[config.mk]
export PLATFORM = sky130hd
export DESIGN_NAME = program_writer
export DESIGN_NICKNAME = d
export VERILOG_FILES = /design/src/rtl/program_writer.sv
export SDC_FILE = /design/constraint.sdc
export NUM_CORES = 2
export LEC_CHECK = 0
export ABC_AREA = 1
export CAP_MARGIN = 20
export CORE_MARGIN = 2
export CORE_UTILIZATION = 50
export CTS_CLUSTER_SIZE = 16
export DETAILED_ROUTE_END_ITERATION = 6
export GPL_ROUTABILITY_DRIVEN = 0
export PLACE_DENSITY = 0.65
export SYNTH_ARGS = -nofsm -noshare
export SYNTH_HDL_FRONTEND = slang
export SYNTH_SLANG_ARGS = --single-unit
[constraint.sdc]
create_clock -name clock -period 5.7 [get_ports clock]
set_input_delay 1.14 -clock clock [delete_from_list [all_inputs] [get_ports clock]]
set_output_delay 1.14 -clock clock [all_outputs]
set_load 0.01 [all_outputs]
[src/rtl/program_writer.sv]
// Instruction encoder and 256x16 program memory.
// Encodes register/immediate forms, writes sequentially, fetches by PC.
module program_writer (
  input  logic        clock,
  input  logic        reset,
  input  logic        clear,
  input  logic        in_valid,
  output logic        in_ready,
  input  logic [3:0]  opcode,
  input  logic [3:0]  selWrite,
  input  logic [3:0]  selA,
  input  logic [3:0]  selB,
  input  logic [7:0]  immediate,
  input  logic        use_imm8,
  input  logic [7:0]  PC,
  output logic [15:0] instruction,
  output logic [7:0]  write_addr,
  output logic [8:0]  instr_count,
  output logic        full
);

  typedef enum logic [1:0] {
    IDLE  = 2'd0,
    WRITE = 2'd1,
    FULL  = 2'd2
  } state_t;

  state_t      state;
  logic [15:0] word;
  logic [15:0] enc;
  logic [15:0] mem [256];
  logic        wr_en;

  assign enc = use_imm8 ? {opcode, selWrite, immediate}
                        : {opcode, selWrite, selA, selB};

  // Reset and clear both cancel a pending word.
  assign wr_en = (state == WRITE) && !reset && !clear;

  always_ff @(posedge clock) begin
    if (wr_en)
      mem[write_addr] <= word;
  end

  always_ff @(posedge clock) begin
    if (reset)
      instruction <= 16'h0000;
    else
      instruction <= mem[PC];
  end

  always_ff @(posedge clock) begin
    if (reset) begin
      state       <= IDLE;
      word        <= 16'h0000;
      write_addr  <= 8'd0;
      instr_count <= 9'd0;
      full        <= 1'b0;
      in_ready    <= 1'b1;
    end else if (clear) begin
      state       <= IDLE;
      write_addr  <= 8'd0;
      instr_count <= 9'd0;
      full        <= 1'b0;
      in_ready    <= 1'b1;
    end else begin
      unique case (state)
        IDLE: begin
          if (in_valid) begin
            word     <= enc;
            state    <= WRITE;
            in_ready <= 1'b0;
          end
        end
        WRITE: begin
          write_addr  <= write_addr + 8'd1;
          instr_count <= instr_count + 9'd1;
          if (instr_count == 9'd255) begin
            state    <= FULL;
            full     <= 1'b1;
            in_ready <= 1'b0;
          end else begin
            state    <= IDLE;
            in_ready <= 1'b1;
          end
        end
        FULL: begin
          in_ready <= 1'b0;
          full     <= 1'b1;
        end
        default: begin
          state    <= IDLE;
          in_ready <= 1'b1;
        end
      endcase
    end
  end

endmodule

==> reports/qor.txt <==
status -> finished with violations
failing checks -> design-rule violations
maximum buffer depth of the clock tree -> 4
top cells by area, synth -> sky130_fd_sc_hd__edfxtp_1 73%, sky130_fd_sc_hd__nand3_1 12%, sky130_fd_sc_hd__nand2_1 9.3%
share of power burned in registers -> 52.6%
number of buffers added on ports -> 71
count of state elements after synthesis -> 4,149
via count of the first global-routing pass -> 102,905
post-CTS sizing -> 0
Most common cell on crit path -> sky130_fd_sc_hd__nand3_1
pin count of the biggest net entering global routing -> 185
sum of overflow across all layers after global routing -> 0
detailed-route wire length -> 480 mm
Slew HR -> 3.07%
critical path capture point type -> flip-flop
maximum frequency from static timing analysis -> 0.245 GHz
part of the total power dissipated in combinational logic -> 5.8%
Post-Route Setup TNS -> 0 ps
met2 usage in global routing -> 42.8%
part of the cycle the worst path needs -> 71.5%
type of the worst min-delay path -> reg2reg
fillcell total -> 26,787
CTS tree -> done
library cell with the largest summed area after synthesis -> sky130_fd_sc_hd__edfxtp_1
number of levels the H-tree was split into -> 5
synthesized cell area -> 168,000 sq um
slowest stage delay, CP -> 780 ps
critical path, cell by cell -> buf_16 -> clkinv_16 -> buf_12 -> buf_4 -> nand2_1 -> nand3_1 -> nand3_1 -> nand3_1 -> nand3_1 -> nand3_1 -> nand3_1 -> nand2_1 -> nor2_1 -> nor2_1
number of buffers and inverters on the critical path -> 4
instance count of the mapped netlist -> 13,844
clock slew at reported path FFs -> 60 ps
share of total power consumed by net switching -> 22.7%
met3 GRT Util -> 5.01%
portion of the post-synthesis area used by sequential elements -> 73.9%
Post-Route Skew -> 38.9 ps
CP Max Fanout -> 150
TritonCTS sink count -> 4,149
number of endpoints failing setup at the final stage -> 0
Critical Path Source Type -> input pin
initial cell density of the core -> 50.3%
Worst Tran Pin Value -> 1450 ps
cell type group with the largest total delay on the critical path -> simple AND/OR/NAND/NOR gates
core area -> 334,000 sq um
count of boundary I/O pins -> 72
syn_nets -> 13,887
global-route total usage across every layer -> 27.7%
number of buffers added by the clock tree synthesis step -> 415
WP data required -> 6530 ps
RSZ-0062 raised after global routing -> no
met1 track demand over resource -> 39.1%
library cells used by synthesis -> 34
post-layout net count -> 13,960
CTS hold repair buffers -> 0
Die Footprint -> 341,000 sq um
number of violations of the max-capacitance limit -> 0
antenna violations before repair -> 18
number of rows in the core area -> 212
Min Clock Period, post-route -> 4080 ps
average routed wire per standard cell -> 25.7 microns
Fin. Hold Viols -> 0
slowest stage cell, crit path -> sky130_fd_sc_hd__nor2_1
vertical die dimension -> 584 microns
largest voltage drop on the vdd net -> 0.283 mV
first-pass iteration count of the detailed router -> 7
syn avg cell area -> 12.1 sq um
area share of the largest cell type after synthesis -> 73.2%
synth-to-layout area growth -> 11.2%
Vias/cell -> 5.93
leakage power of the design -> 66.8 nW
routing layer with the top usage in global route -> met2
CP Data Arrival Time -> 4900 ps
switching pwr -> 14.6 mW
share of total power in the clock network -> 41.7%
number of vias after detailed routing -> 110,696
final max-slew violation count -> 0
HPWL after detailed placement -> 272 mm
DRC violation count after routing -> 4
Critical Setup Path Class -> in2reg
pwr/cell area -> 345 nW/um^2
Setup Buffers After CTS -> 0
internal power summed over all cells -> 49.8 mW
yosys warns -> 0
Iter 0 DRT Violations -> 15,608
die outline width -> 584 microns
Root Driver -> sky130_fd_sc_hd__clkbuf_16
global-route wire length before repair -> 701 mm
clock latency at the later pin of the worst-skew pair -> 980 ps
share of cells above drive strength 1 -> 8.33%
post-route core utilization -> 55.9%
Antenna Violating Nets Remaining -> 0
cell usage in the layout (no fill, tap or decap), types with 2 or more instances in the layout:
cell type	netlist	layout
sky130_fd_sc_hd__nor2_1	475	463
sky130_fd_sc_hd__nand2_1	4146	4130
sky130_fd_sc_hd__inv_6	0	7
sky130_fd_sc_hd__inv_8	1	4
sky130_fd_sc_hd__nor3_1	2	2
sky130_fd_sc_hd__nor2_2	2	14
sky130_fd_sc_hd__a21oi_1	60	60
sky130_fd_sc_hd__o21a_1	3	3
sky130_fd_sc_hd__o21ai_0	87	87
sky130_fd_sc_hd__buf_16	0	2
sky130_fd_sc_hd__buf_4	231	454
sky130_fd_sc_hd__bufinv_16	0	34
sky130_fd_sc_hd__edfxtp_1	4096	4096
sky130_fd_sc_hd__clkbuf_16	0	427
sky130_fd_sc_hd__clkinvlp_4	0	13
sky130_fd_sc_hd__nor3_2	3	3
sky130_fd_sc_hd__clkinv_4	0	3
sky130_fd_sc_hd__nand3_1	3860	3860
sky130_fd_sc_hd__nand2_2	0	16
sky130_fd_sc_hd__clkdlybuf4s50_1	0	64
sky130_fd_sc_hd__dfxtp_1	53	37
sky130_fd_sc_hd__inv_2	5	4
sky130_fd_sc_hd__dfxtp_4	0	16
sky130_fd_sc_hd__ha_1	6	6
sky130_fd_sc_hd__diode_2	0	17
sky130_fd_sc_hd__inv_1	56	53
sky130_fd_sc_hd__clkbuf_1	146	87
sky130_fd_sc_hd__clkinv_16	0	3
sky130_fd_sc_hd__clkinv_2	0	95
sky130_fd_sc_hd__inv_16	0	6
sky130_fd_sc_hd__clkinv_1	1	96
sky130_fd_sc_hd__clkinv_8	0	2
sky130_fd_sc_hd__buf_12	2	75
sky130_fd_sc_hd__clkbuf_8	0	2
sky130_fd_sc_hd__buf_8	2	4
sky130_fd_sc_hd__o22ai_1	32	32
path summary, 6_finish.rpt:
check / depth (start not counted) / from / endpoint / slack, ps
worst min register to register: 2 / full$_SDFFE_PP0P_ / full$_SDFFE_PP0P_ / 500
worst max register to register: 7 / state[0]$_SDFFE_PP0P_ / mem[123][0]$_DFFE_PP_ / 2130
worst max-delay path: 14 / PC[0] / instruction[13]$_SDFF_PP0_ / 1620
worst min-delay path: 2 / full$_SDFFE_PP0P_ / full$_SDFFE_PP0P_ / 500
area by class of cell:
class	count	area, sq um	share of cell area, %
Antenna cell	17	42.5	0.0228
Clock buffer	515	11000	5.90
Clock inverter	257	2250	1.21
Inverter	63	290	0.155
Multi-Input combinational cell	8686	37900	20.3
Sequential cell	4149	124000	66.4
Tap cell	4387	5490	2.94
Timing Repair Buffer	602	5700	3.05
per-stage QoR:
stage | cells | area, sq um | power [mW] | setup slack, ps | hold slack, ps
2_1_floorplan | 13844 | 168000 | 36.8 | 1450 | 505
3_3_place_gp | 17884 | 173000 | 38.2 | 746 | 470
3_5_place_dp | 17885 | 173000 | 38.2 | 798 | 477
4_1_cts | 18657 | 187000 | 64.6 | 1850 | 502
5_1_grt | 18671 | 187000 | 66.1 | 1620 | 535
6_report | 18676 | 187000 | 64.5 | 1620 | 502
Yosys cell counts:
library cell / count
sky130_fd_sc_hd__nand2_1: 4146
sky130_fd_sc_hd__edfxtp_1: 4096
sky130_fd_sc_hd__nand3_1: 3860
sky130_fd_sc_hd__nor2_1: 475
sky130_fd_sc_hd__buf_2: 384
sky130_fd_sc_hd__buf_4: 231
sky130_fd_sc_hd__clkbuf_1: 146
sky130_fd_sc_hd__buf_6: 115
sky130_fd_sc_hd__o21ai_0: 87
sky130_fd_sc_hd__buf_1: 66
sky130_fd_sc_hd__a21oi_1: 60
sky130_fd_sc_hd__inv_1: 56
sky130_fd_sc_hd__dfxtp_1: 53
sky130_fd_sc_hd__o22ai_1: 32
sky130_fd_sc_hd__ha_1: 6
sky130_fd_sc_hd__inv_2: 5
sky130_fd_sc_hd__nor3_2: 3
sky130_fd_sc_hd__o21a_1: 3
sky130_fd_sc_hd__buf_12: 2
sky130_fd_sc_hd__buf_8: 2
sky130_fd_sc_hd__nor2_2: 2
sky130_fd_sc_hd__nor3_1: 2
sky130_fd_sc_hd__a2111oi_0: 1
sky130_fd_sc_hd__a2111oi_1: 1
sky130_fd_sc_hd__a211oi_1: 1
sky130_fd_sc_hd__clkinv_1: 1
sky130_fd_sc_hd__inv_8: 1
sky130_fd_sc_hd__nor2_4: 1
sky130_fd_sc_hd__nor4_1: 1
sky130_fd_sc_hd__nor4_2: 1
sky130_fd_sc_hd__o21ai_1: 1
sky130_fd_sc_hd__o311ai_0: 1
sky130_fd_sc_hd__or2_2: 1
sky130_fd_sc_hd__xnor2_1: 1
metal layers:
| layer | wire length, microns | part of all wire (%) |
|---|---|---|
| met1 | 189000 | 39 |
| met3 | 49700 | 10 |
| met5 | 0 | 0 |
| met2 | 220000 | 46 |
| met4 | 21400 | 4.5 |
power by group through the flow:
stage          logic [mW]  registers (mW)  clock network [mW]
6_report             3.73            33.9                26.9
5_1_grt              3.98            33.9                28.2
4_1_cts              3.69            33.9                27.1
3_5_place_dp         3.67            34.5                   0
3_3_place_gp         3.65            34.5                   0
2_1_floorplan        2.03            34.7                   0
state kept, by name, summed over array words and instances (netlist names):
signal       count
instr_count      9
instruction     16
mem           4096
full             1
word            16
state            2
write_addr       8
in_ready         1
worst min-delay path, delay by kind of cell (launching register included):
kind / cells / cell delay (ps)
flops: 1 / 310
simple gates: 2 / 150
logic make-up (layout without fill, tap and decap cells):
group                      count (synthesis)  after routing  share of synthesized area (%)
other                                      0             17                              0
xor gates and xnor gates                   1              1                        0.00522
and+or+nand+nor                         8492           8492                           21.9
adders and majority gates                  6              6                         0.0447
DFF                                     4149           4149                           73.9
AOI/OAI and AO/OA                        187            187                          0.594
buffers and inverters                   1009           1437                           3.61
Note: power is estimated with default switching activity, not from simulation.
